==> config.mk <==
export PLATFORM = sky130hd
export DESIGN_NAME = led_decoder_scan
export DESIGN_NICKNAME = d
export VERILOG_FILES = /design/src/rtl/led_decoder_scan_pkg.sv /design/src/rtl/led_decoder_scan_sw_debounce.sv /design/src/rtl/led_decoder_scan.sv
export SDC_FILE = /design/constraint.sdc
export NUM_CORES = 1
export LEC_CHECK = 0
export ABC_AREA = 1
export BUFFER_PORTS_ARGS = -buffer_cell sky130_fd_sc_hd__buf_2
export CORE_ASPECT_RATIO = 1.5
export CORE_MARGIN = 2
export CORE_UTILIZATION = 33
export CTS_BUF_LIST = sky130_fd_sc_hd__clkbuf_2
export DETAILED_ROUTE_END_ITERATION = 10
export SETUP_SLACK_MARGIN = 0.2
export SYNTH_ARGS = -nofsm -noshare
export SYNTH_HDL_FRONTEND = slang
export SYNTH_SLANG_ARGS = --single-unit
==> constraint.sdc <==
create_clock -name clk -period 3.3 [get_ports clk]
set_input_delay 0.99 -clock clk [delete_from_list [all_inputs] [get_ports clk]]
set_output_delay 0.99 -clock clk [all_outputs]
set_load 0.05 [all_outputs]
==> src/rtl/led_decoder_scan_pkg.sv <==
// Shared definitions for the LED decoder: mode encodings, state type and
// the index-to-one-hot decode used by the output register.
package led_pkg;

  localparam logic [1:0] MODE_OFF       = 2'b00;
  localparam logic [1:0] MODE_DIRECT    = 2'b01;
  localparam logic [1:0] MODE_SCAN_UP   = 2'b10;
  localparam logic [1:0] MODE_SCAN_DOWN = 2'b11;

  typedef enum logic [1:0] {
    ST_OFF       = MODE_OFF,
    ST_DIRECT    = MODE_DIRECT,
    ST_SCAN_UP   = MODE_SCAN_UP,
    ST_SCAN_DOWN = MODE_SCAN_DOWN
  } state_t;

  // Index 0 maps to bit width-1 (the MSB of the LED bank); result sits in
  // the low 'width' bits and is inverted for an active-low bank.
  function automatic logic [63:0] decode(input int index, input int width,
                                         input logic active_low);
    logic [63:0] v;
    logic [5:0]  pos;
    v      = '0;
    pos    = 6'(width - 1 - index);
    v[pos] = 1'b1;
    return active_low ? ~v : v;
  endfunction

endpackage

==> src/rtl/led_decoder_scan_sw_debounce.sv <==
// Two-flop synchroniser followed by a consecutive-stable-cycle debouncer;
// dout only moves after DEB_CYCLES unchanged samples.
module sw_debounce #(
  parameter int W          = 3,
  parameter int DEB_CYCLES = 16
) (
  input  logic         clk,
  input  logic         rst_n,
  input  logic [W-1:0] din,
  output logic [W-1:0] dout
);

  localparam int               CNT_W   = (DEB_CYCLES > 1) ? $clog2(DEB_CYCLES) : 1;
  localparam logic [CNT_W-1:0] CNT_MAX = CNT_W'(DEB_CYCLES - 1);
  localparam logic [CNT_W-1:0] CNT_ONE = CNT_W'(1);

  logic [W-1:0]     sync1;
  logic [W-1:0]     sync2;
  logic [W-1:0]     cand;
  logic [CNT_W-1:0] cnt;

  always_ff @(posedge clk) begin
    if (!rst_n) begin
      sync1 <= '0;
      sync2 <= '0;
      cand  <= '0;
      cnt   <= '0;
      dout  <= '0;
    end else begin
      sync1 <= din;
      sync2 <= sync1;
      if (sync2 != cand) begin
        cand <= sync2;
        cnt  <= '0;
      end else if (cnt == CNT_MAX) begin
        dout <= cand;
      end else begin
        cnt <= cnt + CNT_ONE;
      end
    end
  end

endmodule

==> src/rtl/led_decoder_scan.sv <==
// One-hot LED decoder with debounced switch select, selectable polarity and
// an up/down chaser mode. led and idx are both registered.
//
//   state        | meaning
//   ST_OFF       | all LEDs dark, idx frozen
//   ST_DIRECT    | idx follows the debounced switch value
//   ST_SCAN_UP   | idx increments every SCAN_DIV cycles, wraps naturally
//   ST_SCAN_DOWN | idx decrements every SCAN_DIV cycles, wraps naturally
module led_decoder_scan
  import led_pkg::*;
#(
  parameter int   SEL_W      = 3,
  localparam int  OUT_W      = 1 << SEL_W,
  parameter bit   ACTIVE_LOW = 1'b1,
  parameter int   DEB_CYCLES = 16,
  parameter int   SCAN_DIV   = 4
) (
  input  logic             clk,
  input  logic             rst_n,
  input  logic [SEL_W-1:0] sw,
  input  logic [1:0]       mode,
  output logic [OUT_W-1:0] led,
  output logic [SEL_W-1:0] idx
);

  localparam int               DIV_W   = (SCAN_DIV > 1) ? $clog2(SCAN_DIV) : 1;
  localparam logic [DIV_W-1:0] DIV_MAX = DIV_W'(SCAN_DIV - 1);
  localparam logic [DIV_W-1:0] DIV_ONE = DIV_W'(1);
  localparam logic [SEL_W-1:0] IDX_ONE = SEL_W'(1);
  localparam logic [OUT_W-1:0] LED_OFF = {OUT_W{ACTIVE_LOW}};

  state_t           state;
  logic             scan_run;
  logic [DIV_W-1:0] div_cnt;
  logic [SEL_W-1:0] sw_stable;
  logic [SEL_W-1:0] idx_nxt;
  logic [DIV_W-1:0] div_nxt;
  logic [OUT_W-1:0] dec_nxt;

  sw_debounce #(
    .W          (SEL_W),
    .DEB_CYCLES (DEB_CYCLES)
  ) u_deb (
    .clk   (clk),
    .rst_n (rst_n),
    .din   (sw),
    .dout  (sw_stable)
  );

  // scan_run is low on the first scan cycle after OFF/DIRECT, which triggers
  // the reload; an UP<->DOWN swap keeps it high so idx and div carry over.
  always_comb begin
    idx_nxt = idx;
    div_nxt = div_cnt;
    case (state)
      ST_OFF: begin
      end
      ST_DIRECT: idx_nxt = sw_stable;
      default: begin
        if (!scan_run) begin
          idx_nxt = sw_stable;
          div_nxt = '0;
        end else if (div_cnt == DIV_MAX) begin
          div_nxt = '0;
          idx_nxt = (state == ST_SCAN_UP) ? idx + IDX_ONE : idx - IDX_ONE;
        end else begin
          div_nxt = div_cnt + DIV_ONE;
        end
      end
    endcase
    dec_nxt = OUT_W'(decode(int'(idx_nxt), OUT_W, ACTIVE_LOW));
  end

  always_ff @(posedge clk) begin
    if (!rst_n) begin
      state    <= ST_OFF;
      scan_run <= 1'b0;
      div_cnt  <= '0;
      idx      <= '0;
      led      <= LED_OFF;
    end else begin
      state    <= state_t'(mode);
      scan_run <= (state == ST_SCAN_UP) || (state == ST_SCAN_DOWN);
      div_cnt  <= div_nxt;
      idx      <= idx_nxt;
      led      <= (state == ST_OFF) ? LED_OFF : dec_nxt;
    end
  end

endmodule

Word-level counts from Yosys, hierarchy flattened
Index checks and enable logic that the tools add are counted.
{"block": "op_classes", "addsub": 5, "order_cmp": 2, "eq_ne": 6, "muxes": 8, "bitwise": 3, "reduce_logical": 7}
{"cell": "3-bit two-way mux", "n": 3}
{"cell": "8-bit inverter", "n": 1}
{"cell": "6-bit by 7-bit < comparator with 1-bit output (second input constant)", "n": 1}
{"cell": "1-bit demux with 6-bit select", "n": 1}
{"cell": "2-bit equality test (second input constant)", "n": 3}
{"cell": "6-bit by 1-bit >= comparator with 1-bit output (second input constant)", "n": 1}
{"cell": "3-bit one-hot mux with 2 select lines", "n": 1}
{"cell": "2-bit OR reduction", "n": 3}
{"cell": "4-bit by 1-bit adder with 4-bit output (second input constant)", "n": 1}
{"cell": "4-bit equality test (second input constant)", "n": 1}
{"cell": "2-bit two-way mux", "n": 2}
{"cell": "3-bit by 3-bit subtractor with 4-bit output (first input constant)", "n": 1}
{"cell": "3-bit by 1-bit adder with 3-bit output (second input constant)", "n": 1}
{"cell": "3-bit inequality test", "n": 1}
{"cell": "3-bit by 1-bit subtractor with 3-bit output (second input constant)", "n": 1}
{"cell": "2-bit by 1-bit adder with 2-bit output (second input constant)", "n": 1}
{"cell": "2-bit by 1-bit equality test with 1-bit output (second input constant)", "n": 1}
{"cell": "2-bit zero test", "n": 1}
{"cell": "1-bit inverter", "n": 2}
{"cell": "2-bit AND reduction", "n": 1}
{"cell": "1-bit logical AND", "n": 1}
{"cell": "1-bit logical OR", "n": 1}
{"cell": "1-bit two-way mux", "n": 1}
{"block": "totals", "register_bits": 32, "in_bits": 7, "out_inout_bits": 11, "elab_cells": 41}

Longest topological paths before layout
Gate-level depths: netlist of the first run.
{"block": "logic_depth", "depth_word": 11, "depth_mapped": 12, "ltp_nobuf": 12}

Cells and area by module
A second synthesis of the first run with hierarchy kept.
{"block": "unflattened", "hier_cells": 180, "area_unflattened_um2": 1425.1}
{"mod": "sw_debounce", "instances": 1, "cells_each": 96, "area_each_um2": 729.4, "seq_area_each_um2": 320.3}
{"mod": "led_decoder_scan", "instances": 1, "cells_each": 84, "area_each_um2": 695.7, "seq_area_each_um2": 320.3}

Worst setup path after synthesis of the first run
No wires, ideal clock.
{"block": "synth_timing", "path_kind": "register to register", "startpoint": "register idx[0]", "endpoint": "register led[6]", "setup_ns": 0.128, "arrival_time_ns": 1.843, "required_ns": 3.172, "setup_slack_ns": 1.329, "path_stages_with_launch": 9, "path_buffers": 0, "synth_period_minus_slack_ns": 1.971, "path_cell_list": "dfxtp_1 > inv_1 > fa_1 > nand2_1 > o21ai_0 > nand2_1 > nand2_1 > a21o_2 > nand4_1"}
{"block": "synth_between", "elab_chain_len": 11, "elab_cells_between_ends": 13, "cone_classes": "add/sub (3); order compare (2); mux (6); bitwise (1); reduce/logical (1)"}
{"item": "from (decl)", "line_no": "led_decoder_scan.sv:23", "source": "output logic [SEL_W-1:0] idx"}
{"item": "from (signal assigned)", "line_no": "led_decoder_scan.sv:85", "source": "idx <= idx_nxt;"}
{"item": "3-bit by 1-bit subtractor with 3-bit output / 3-bit by 1-bit adder with 3-bit output (equally long branches)", "line_no": "led_decoder_scan.sv:65", "source": "idx_nxt = (state == ST_SCAN_UP) ? idx + IDX_ONE : idx - IDX_ONE;"}
{"item": "3-bit two-way mux", "line_no": "led_decoder_scan.sv:65"}
{"item": "3-bit two-way mux", "line_no": "led_decoder_scan.sv:63", "source": "end else if (div_cnt == DIV_MAX) begin"}
{"item": "3-bit two-way mux", "line_no": "led_decoder_scan.sv:60", "source": "if (!scan_run) begin"}
{"item": "3-bit one-hot mux with 2 select lines (*)", "line_no": "led_decoder_scan.sv:55", "source": "case (state)"}
{"item": "3-bit by 3-bit subtractor with 4-bit output (*)", "line_no": "led_decoder_scan_pkg.sv:24", "source": "pos = 6'(width - 1 - index);"}
{"item": "6-bit by 7-bit < comparator with 1-bit output (not written as such) / 6-bit by 1-bit >= comparator with 1-bit output (equally long branches)", "line_no": "led_decoder_scan_pkg.sv:25", "source": "v[pos] = 1'b1;"}
{"item": "1-bit logical AND (not written as such)", "line_no": "led_decoder_scan_pkg.sv:25"}
{"item": "1-bit two-way mux (not written as such)", "line_no": "led_decoder_scan_pkg.sv:25"}
{"item": "1-bit demux with 6-bit select (*)", "line_no": "led_decoder_scan_pkg.sv:25"}
{"item": "8-bit inverter (*)", "line_no": "led_decoder_scan_pkg.sv:26", "source": "return active_low ? ~v : v;"}
{"item": "to (signal assigned)", "line_no": "led_decoder_scan.sv:86", "source": "led <= (state == ST_OFF) ? LED_OFF : dec_nxt;"}
{"item": "to (decl)", "line_no": "led_decoder_scan.sv:22", "source": "output logic [OUT_W-1:0] led,"}
Mark *: on every way between the ends. The rest lies on a longest branch, timed or not.
A chain may end at the register's enable or synchronous reset.

Final worst setup path of the first run
{"block": "layout_timing", "startpoint": "register idx[1]", "endpoint": "output idx[1]"}
No word-level cell between the ends.

==> results of run 1 <==
[registers in the layout, summed over array words and instances (netlist names), 3 cells and up]
register,cells
led,8
u_deb.sync2,3
idx,3
u_deb.cnt,4
u_deb.dout,3
u_deb.cand,3
u_deb.sync1,3
[worst max-delay path by stage]
stage / end / depth (start not counted)
3_5_place_dp: led[4] / 4
2_1_floorplan: led[6] / 8
5_1_grt: led[4] / 9
3_3_place_gp: led[4] / 4
4_1_cts: idx[1] / 1
6_report: idx[1] / 1
[cell usage in the layout (no fill, tap or decap), drive strengths merged]
cell    count
nor2       13
ha          2
clkbuf      6
a21o        1
o21ai       7
a21oi       8
fa          1
o22ai       2
xnor2       3
a211oi      3
nand3b      1
buf        17
nand2      30
inv        26
nand4       5
clkinv      1
dfxtp      32
or2         2
nand3      12
[power groups by stage]
| stage | Clock [W] | Sequential [W] | Combinational [W] |
|---|---|---|---|
| after floorplan | 0 | 0.000428 | 0.0000478 |
| after global placement | 0 | 0.000418 | 0.0000714 |
| after detailed placement | 0 | 0.000418 | 0.0000739 |
| after CTS | 0.000180 | 0.000410 | 0.0000739 |
| after global routing | 0.000197 | 0.000412 | 0.0000828 |
| final | 0.000167 | 0.000409 | 0.0000730 |
[logic make-up after synthesis]
kind of cell	Yosys count	synth area share [%]
compound gates	21	11.0
buf+inv	29	9.38
flops	32	50.0
xor+xnor	3	2.05
fa+ha+maj	3	3.52
simple gates	63	23.9
[worst reg2reg max path, delay by kind of cell, from the launching register on]
kind                     cells  cell delay [ns]
AO/OA/AOI/OAI                2             0.27
adder cells (fa/ha/maj)      1             0.40
buffers and inverters        1             0.08
flip-flops                   1             0.61
AND/OR/NAND/NOR              5             0.42
[layer usage]
layer  routed length (um)  track usage, %
met1                  809            12.3
met3                  110            4.09
met2                 1150            20.7
met5                    0               0
met4                   63            8.00
[final cells by class]
class,count,share of cell area (%)
inverters,26,6.98
multi-input cells,90,36.2
clock inverters,1,0.349
flip-flops and latches,32,44.7
repair buffers,17,5.93
well taps,43,3.75
clock buffers,6,2.09
[stage by stage]
step | setup slack [ns] | util (%) | instances
floorplan | 1.33 | - | 151
global placement | 1.43 | 38.0 | 208
detailed placement | 1.40 | 38.0 | 208
CTS | 1.25 | 38.9 | 215
global route | 1.17 | 38.9 | 215
finish | 1.28 | 38.9 | 215
==> impl_metrics.ini, run 1 <==
[logic_synthesis]
synth_top_area_share_pct = 50.0
ys.flop_type = dfxtp_1
async_flop_share_pct = 0
synth-edff-count = 0
synthCells = 151
syn_area_per_cell_um2 = 8.48
synth-seq-cells = 32
ys_types = 28
synth_area_leaders = dfxtp_1 (50%), inv_1 (7.3%), nand2_1 (6.7%)
synth_largest_area_cell = dfxtp_1
synth.net_count = 161
yosys_warnings = 0
synth_common_cells = dfxtp_1 (32), inv_1 (25), nand2_1 (23), nor2_1 (12), nand3_1 (11)
synth_area_um2 = 1280
synth-seq-area-share_pct = 50.0
synth.most_common_cell = dfxtp_1

[sta]
finalClockSkew_ns = 0.0177
slew_violations = 0
worstMarginPinSlew_ns = 0.432
final-setup-viol-count = 0
fmax_mhz = 496
hold-worst-slack_ns = 0.427
fin_tns_setup_ns = 0
period_minus_slack_ns = 2.02
hold_viol_final = 0
rsz0062_at_grt = no
period_share_pct = 61.1
relSlewSlack_pct = 71.2

[finish]
diodes = 0
syn_to_final_growth_pct = 12.0
nFillCells = 405
nets = 182
multi_input_area_um2 = 519
final_cell_area_um2 = 1430
seq_area_um2 = 641
drive_gt1_share_pct = 23.8

[critical_path]
crit_chain = buf_2
r2r-start = state[1]
cp_slowest_stage_delay_ns = 0.40
worstSetupPathType = reg -> out
cp-end-kind = output pin
cpLargestDelayFamily = flip-flops
cp.required_ns = 2.31
crit_path_top_delay_cell = dfxtp_1
critPathLaunchType = register
reg2reg_depth = 9
rrSetupSlack_ns = 1.42
cp_max_fo = 4
arrival_ns = 1.03
crit_start = idx[1]
worstPathBufferInverterCount = 1
rr_endpoint = led[4]

[route]
vias = 977
routedWlPerCell_um = 9.93
drtIter0Drc = 13
drt-pass1-iter-count = 2
wl_um = 2140
detail-route-antenna-nets = 0
vias_per_cell = 4.54
drc = 0

[global_route]
grt_pass1_vias = 955
grt_usage_pct = 12.3
grt_max_degree = 20
grt.overflow.total = 0
grt_pass1_wl_um = 3920
antenna_found_initial = 0

[place]
dpl-instance-area_um2 = 1400
hpwlAfterDp_um = 1640
place_congestion = 0.795
port_buffers = 17

[power_and_ir_drop]
max-vdd-ir-drop_mv = 0.190
swShare_pct = 27.0
combPwrFrac_pct = 11.2
power_w = 0.000650
power_frac_clock_pct = 25.7
power_per_cell_area_nw_per_um2 = 453
p_sw_w = 0.000175
power.internal_w = 0.000474
seqPwrFrac_pct = 63.0
leakage_nw = 0.675

[die]
start_util_pct = 34.8
fp.dieArea_um2 = 4400
die_x_um = 54.9
num_io_pins = 18
core-area_um2 = 3680
die_h_um = 80.3
fp-row-count = 27

[clock_tree]
clk_pin_slew_ns = 0.14
ctsResizeCount = 0
insertion_delay_ns = 0.35
cts_root_buffer = clkbuf_2
clock_sinks = 32
cts-buffers-inserted = 5
cts_max_level = 2
cts_setup_buffers = 0
cts_tree = yes
cts_hold_buf = 0
clock_path_buffers = 2

[min_path]
hp-start = u_deb.sync1[0]
worstHoldEndpoint = u_deb.sync2[0]
hold_path_depth = 2
hold_path.class = reg -> reg

[status]
status = finished clean

[flow_run]
cap_violations = 0
(Power assumes the default switching activity.)
==> run 2, diff against run 1 <==
--- a/config.mk
+++ b/config.mk
@@ -5,7 +5,7 @@
 export SDC_FILE = /design/constraint.sdc
 export NUM_CORES = 1
 export LEC_CHECK = 0
-export ABC_AREA = 1
+export ABC_AREA = 0
 export BUFFER_PORTS_ARGS = -buffer_cell sky130_fd_sc_hd__buf_2
 export CORE_ASPECT_RATIO = 1.5
 export CORE_MARGIN = 2
==> constraint.sdc (replaced) <==
create_clock -name clk -period 2 [get_ports clk]
set_input_delay 0.6 -clock clk [delete_from_list [all_inputs] [get_ports clk]]
set_output_delay 0.6 -clock clk [all_outputs]
set_load 0.05 [all_outputs]
==> run 2 against run 1 <==
The run now ends with setup timing left. Highest routed layer unchanged. Largest cell class unchanged. Sequential power increased by 65%. Utilization increased by 2.3 points. Non-clock buffer count increased by 8. Register-to-register slack got worse by 1.4 ns. Critical endpoint is now led[6]. Critical path depth increased by 6.
==> impl_metrics.ini, run 2 <==
[clock_tree]
clock_sinks = 32
cts_tree = yes
cts_root_buffer = clkbuf_2
insertion_delay_ns = 0.37
cts_max_level = 2
clk_pin_slew_ns = 0.17
cts-buffers-inserted = 5
clock_path_buffers = 2
cts_hold_buf = 0

[power_and_ir_drop]
power_frac_clock_pct = 27.0
p_sw_w = 0.000313
power.internal_w = 0.000818
swShare_pct = 27.7
power_w = 0.00113
leakage_nw = 0.625
power_per_cell_area_nw_per_um2 = 759
combPwrFrac_pct = 13.5
seqPwrFrac_pct = 59.6
max-vdd-ir-drop_mv = 0.375

[logic_synthesis]
synthCells = 118
synth_largest_area_cell = dfxtp_1
synth_area_leaders = dfxtp_1 (53%), and2_1 (7.2%), nand3_1 (3.3%)
async_flop_share_pct = 0
syn_area_per_cell_um2 = 10.3
yosys_warnings = 0
synth.net_count = 128
synth_common_cells = dfxtp_1 (32), and2_1 (14), nand2_1 (8), nand3_1 (8), nor2_1 (5)
synth-edff-count = 0
synth-seq-cells = 32
ys_types = 38
synth_top_area_share_pct = 52.6
synth-seq-area-share_pct = 52.6
synth_area_um2 = 1220
ys.flop_type = dfxtp_1
synth.most_common_cell = dfxtp_1

[route]
drtIter0Drc = 11
wl_um = 2190
drc = 0
vias = 900
vias_per_cell = 4.74
detail-route-antenna-nets = 0
routedWlPerCell_um = 11.5
drt-pass1-iter-count = 2

[finish]
drive_gt1_share_pct = 32.0
syn_to_final_growth_pct = 22.4
largest_register_ffs = 8
final_common_cell = dfxtp_1
diodes = 0
seq_area_um2 = 651
nets = 156
utilization_pct = 41.2
nFillCells = 360
regMostFlops = led
top_regs = led x8, u_deb.cnt x4
multi_input_area_um2 = 578
final_cell_mix = dfxtp_1 (28), buf_2 (17), and2_1 (14), nand2_1 (8), nand3_1 (8)

[die]
die_h_um = 78.4
start_util_pct = 33.7
die_x_um = 53.6
core-area_um2 = 3610
fp.dieArea_um2 = 4200
fp-row-count = 27
num_io_pins = 18

[critical_path]
worstPathBufferInverterCount = 1
crit_path_top_delay_cell = or4_1
arrival_ns = 2.30
worstSetupPathType = reg -> reg
crit_chain = and2b_2, fa_2, xnor2_2, a211oi_2, nor3_4, buf_6, or4_1
critPathLaunchType = register
cp.required_ns = 2.27
cp_slowest_stage_delay_ns = 0.39
cpLargestDelayFamily = simple AND/OR/NAND/NOR gates
cp_max_fo = 4
cp-end-kind = register

[global_route]
antenna_found_initial = 0
grt_max_degree = 26
grt_pass1_vias = 884
grt.overflow.total = 0
grt_pass1_wl_um = 3680
grt_usage_pct = 12.2

[status]
status = finished, violations left
violations = setup timing

[sta]
period_share_pct = 101
fmax_mhz = 493
relSlewSlack_pct = 74.0
worstMarginPinSlew_ns = 0.386
finalClockSkew_ns = 0.0194
slew_violations = 0
rsz0062_at_grt = yes
final-setup-viol-count = 3
hold_viol_final = 0
setup_ws_ns = -0.0295
period_minus_slack_ns = 2.03

[flow_run]
cap_violations = 0

[place]
hpwlAfterDp_um = 1600
port_buffers = 17
pre_cts_slack_ns = -0.0639
place_congestion = 0.689

[min_path]
hold_path.class = in -> reg
==> run 2: cell count changes after synthesis, moves of 3 or more <==
cell | previous run | this run
and2_1 | 0 | 14
nand2b_1 | 0 | 3
nand4_1 | 5 | 0
nand3_1 | 11 | 8
nand2_1 | 23 | 8
xor2_1 | 0 | 4
nor3_1 | 0 | 3
a21oi_1 | 5 | 0
inv_1 | 25 | 2
nor2_1 | 12 | 5
nand2_2 | 6 | 0
o21ai_0 | 6 | 3
==> run 2: metal layers <==
layer,up-vias,track usage [%],part of all wire (%)
met1,414,11.8,39
li1,464,-,-
met5,-,0,0
met3,7,4.18,4.3
met4,0,7.69,2.8
met2,15,20.9,54
==> run 2: cell type report <==
| type | instances | area share [%] |
|---|---|---|
| inverters | 2 | 0.504 |
| clock inverters | 2 | 0.672 |
| flip-flops and latches | 32 | 43.7 |
| multi-input cells | 80 | 38.8 |
| clock buffers | 6 | 2.02 |
| well taps | 43 | 3.61 |
| repair buffers | 25 | 10.7 |
==> run 2: power groups by stage <==
stage,Sequential (W),Combinational [W],Clock (W)
5_1_grt,0.000678,0.000168,0.000353
6_report,0.000674,0.000152,0.000305
3_3_place_gp,0.000686,0.000133,0
3_5_place_dp,0.000688,0.000137,0
4_1_cts,0.000674,0.000149,0.000318
2_1_floorplan,0.000710,0.0000769,0
==> run 2: worst register-to-register path, cell delays in order (launching register included) <==
cell and delay [ns]:
dfxtp_2 0.35, and2b_2 0.21, fa_2 0.35, xnor2_2 0.16, a211oi_2 0.26, nor3_4 0.09, buf_6 0.14, or4_1 0.39
==> run 2: metrics by stage <==
step                instance area, um2  hold WS [ns]  setup TNS, ns  cells
floorplan                         1250         0.412         -0.271    118
global placement                  1410         0.415        -0.0198    180
detailed placement                1410         0.425         -0.191    180
CTS                               1470         0.404        -0.0954    190
global route                      1490         0.410         -0.421    190
finish                            1490         0.430        -0.0785    190
==> run 2: final timing paths <==
kind             startpoint        endpoint  slack (ns)  cells past startpoint
max                state[0]          led[6]       -0.03                      7
min                   sw[0]  u_deb.sync1[0]        0.43                      2
max reg2reg        state[0]          led[6]       -0.03                      7
min reg2reg  u_deb.sync1[2]  u_deb.sync2[2]        0.46                      1
==> run 2: repair_timing <==
action | CTS | global route
gates resized for setup | 3 | 5
endpoints found under the setup margin | 9 | 10
buffers inserted | 2 | 0
pin swaps | 3 | 3
==> run 2: kinds of logic (layout without fill, tap and decap cells) <==
| logic type | Yosys count | in the layout | share of synthesized area (%) |
|---|---|---|---|
| AND/OR/NAND/NOR | 56 | 56 | 27.3 |
| AO/OA/AOI/OAI | 13 | 13 | 7.92 |
| adder cells (fa/ha/maj) | 3 | 3 | 3.70 |
| buffers and inverters | 6 | 35 | 2.47 |
| multiplexers | 2 | 2 | 1.64 |
| XOR/XNOR | 6 | 6 | 4.32 |
| flip-flops | 32 | 32 | 52.6 |
==> run 3, diff against run 2 <==
==> constraint.sdc (replaced) <==
create_clock -name clk -period 1.7 [get_ports clk]
set_input_delay 0.51 -clock clk [delete_from_list [all_inputs] [get_ports clk]]
set_output_delay 0.51 -clock clk [all_outputs]
set_load 0.05 [all_outputs]
==> run 3 against run 2 <==
The flow still finishes with violations (setup timing). Final area is 5.5% higher. Power is 18% higher. Via count is 6.4% higher. Global-route usage is 1.1 points higher. Register-to-register slack worse by 0.30 ns. Maximum frequency is 0.24% higher. Clock skew is 0.0055 ns lower. First-iteration DRC count is 100% higher. Clock power is 14% higher. Largest cell class unchanged.
==> impl_metrics.ini, run 3 (synthesized netlist as in run 2, its figures left out) <==
[global_route]
grt_pass1_wl_um = 3970
grt_usage_pct = 13.2
grt.overflow.total = 0
grt_pass1_vias = 956
antenna_found_initial = 0
grt_max_degree = 18

[die]
core-area_um2 = 3610
die_x_um = 53.6
die_h_um = 78.4
num_io_pins = 18
start_util_pct = 33.7
fp.dieArea_um2 = 4200
fp-row-count = 27

[sta]
worstMarginPinSlew_ns = 0.365
rsz0062_at_grt = yes
fin_tns_setup_ns = -2.06
hold_viol_final = 0
fmax_mhz = 494
finalClockSkew_ns = 0.0139
period_minus_slack_ns = 2.02
relSlewSlack_pct = 75.5
period_share_pct = 119
final-setup-viol-count = 10
slew_violations = 0
setup_ws_ns = -0.325

[critical_path]
arrival_ns = 2.26
cp-end-kind = register
cp_max_fo = 5
cp_slowest_stage_delay_ns = 0.52
crit_path_top_delay_cell = fa_2
worstSetupPathType = reg -> reg
critPathLaunchType = register
crit_chain = and2b_2, fa_2, nand2b_4, a32oi_2, o21a_1, or4_1
cp.required_ns = 1.94

[route]
drt-pass1-iter-count = 4
detail-route-antenna-nets = 0
routedWlPerCell_um = 12.0
drc = 0
wl_um = 2330
vias = 958
drtIter0Drc = 22
vias_per_cell = 4.94

[finish]
final_cell_area_um2 = 1570
top_regs = led x8, u_deb.cnt x4
syn_to_final_growth_pct = 29.2
largest_register_ffs = 8
nets = 160
drive_gt1_share_pct = 39.1
diodes = 0
regMostFlops = led
final_common_cell = dfxtp_1
fin_cells = 194
final_cell_mix = dfxtp_1 (26), and2_1 (14), buf_4 (12), buf_2 (9), nand2_1 (8)

[clock_tree]
cts_tree = yes
clk_pin_slew_ns = 0.15
cts_max_level = 2
cts-buffers-inserted = 5
insertion_delay_ns = 0.35
cts_root_buffer = clkbuf_2
clock_path_buffers = 2
clock_sinks = 32
cts_hold_buf = 0

[place]
port_buffers = 17
dpl-instance-area_um2 = 1440
dp.cells = 184
hpwlAfterDp_um = 1770
place_congestion = 0.910

[status]
violations = setup timing
status = finished, violations left

[flow_run]
cap_violations = 0

[power_and_ir_drop]
power_per_cell_area_nw_per_um2 = 851
leakage_nw = 0.656
max-vdd-ir-drop_mv = 0.469

[min_path]
hold_path.class = in -> reg
## run 3: cell count changes in the layout (fill, tap and decap cells not counted), moves of 2 or more
cell / previous run / this run
dfxtp_1: 28 / 26
nand3_2: 0 / 3
clkbuf_4: 0 / 5
nand3_1: 8 / 5
dfxtp_2: 2 / 4
buf_2: 17 / 9
buf_4: 4 / 12
buf_6: 4 / 2
## run 3: power breakdown
part	internal, W	switching, W	leakage (nW)
Combinational	0.0000948	0.000103	0.361
Clock	0.000110	0.000238	0.0306
Sequential	0.000776	0.0000167	0.264
Total	0.000982	0.000357	0.656
## run 3: final timing paths
path                         end           start  slack, ns  cells past startpoint
setup / recovery          led[6]        state[0]      -0.32                      6
hold / removal    u_deb.sync1[0]           sw[0]       0.36                      2
setup reg to reg          led[6]        state[0]      -0.32                      6
hold reg to reg   u_deb.sync2[1]  u_deb.sync1[1]       0.46                      1
## run 3: area by class of cell
type | count | area [um2]
clock buffers | 7 | 35.0
clock inverters | 1 | 3.75
fillers | 349 | 2040
inverters | 2 | 7.51
multi-input cells | 80 | 609
flip-flops and latches | 32 | 653
well taps | 43 | 53.8
repair buffers | 29 | 210
## run 3: metal layers
metal  vias up  part of all wire, %  global-route usage [%]
li1        478                    -                       -
met1       440                   38                    12.4
met2        30                   54                    23.1
met3        10                  5.0                    3.80
met4         0                  3.3                    9.49
met5         -                    0                       0
## run 3: through the flow
stage	total power, W	worst slack (ns)	hold WS (ns)	util (%)
after detailed placement	0.000980	-0.376	0.424	39.8
after floorplan	0.000925	-0.392	0.412	-
after global routing	0.00141	-0.400	0.322	43.5
after CTS	0.00136	-0.341	0.317	42.2
final	0.00134	-0.325	0.357	43.5
after global placement	0.000971	-0.304	0.418	39.8
## run 3: repair_timing
action / in CTS / in global routing
gates resized for setup: 10 / 14
endpoints found under the setup margin: 13 / 21
buffers inserted: 1 / 1
hold endpoints to repair: 0 / 0
pin swaps: 5 / 2
## run 3: critical path: cells and delay by family (launching register included)
kind / cells / cell delay, ns
flip-flops: 1 / 0.35
AO/OA/AOI/OAI: 2 / 0.25
AND/OR/NAND/NOR: 3 / 0.81
adder cells (fa/ha/maj): 1 / 0.52
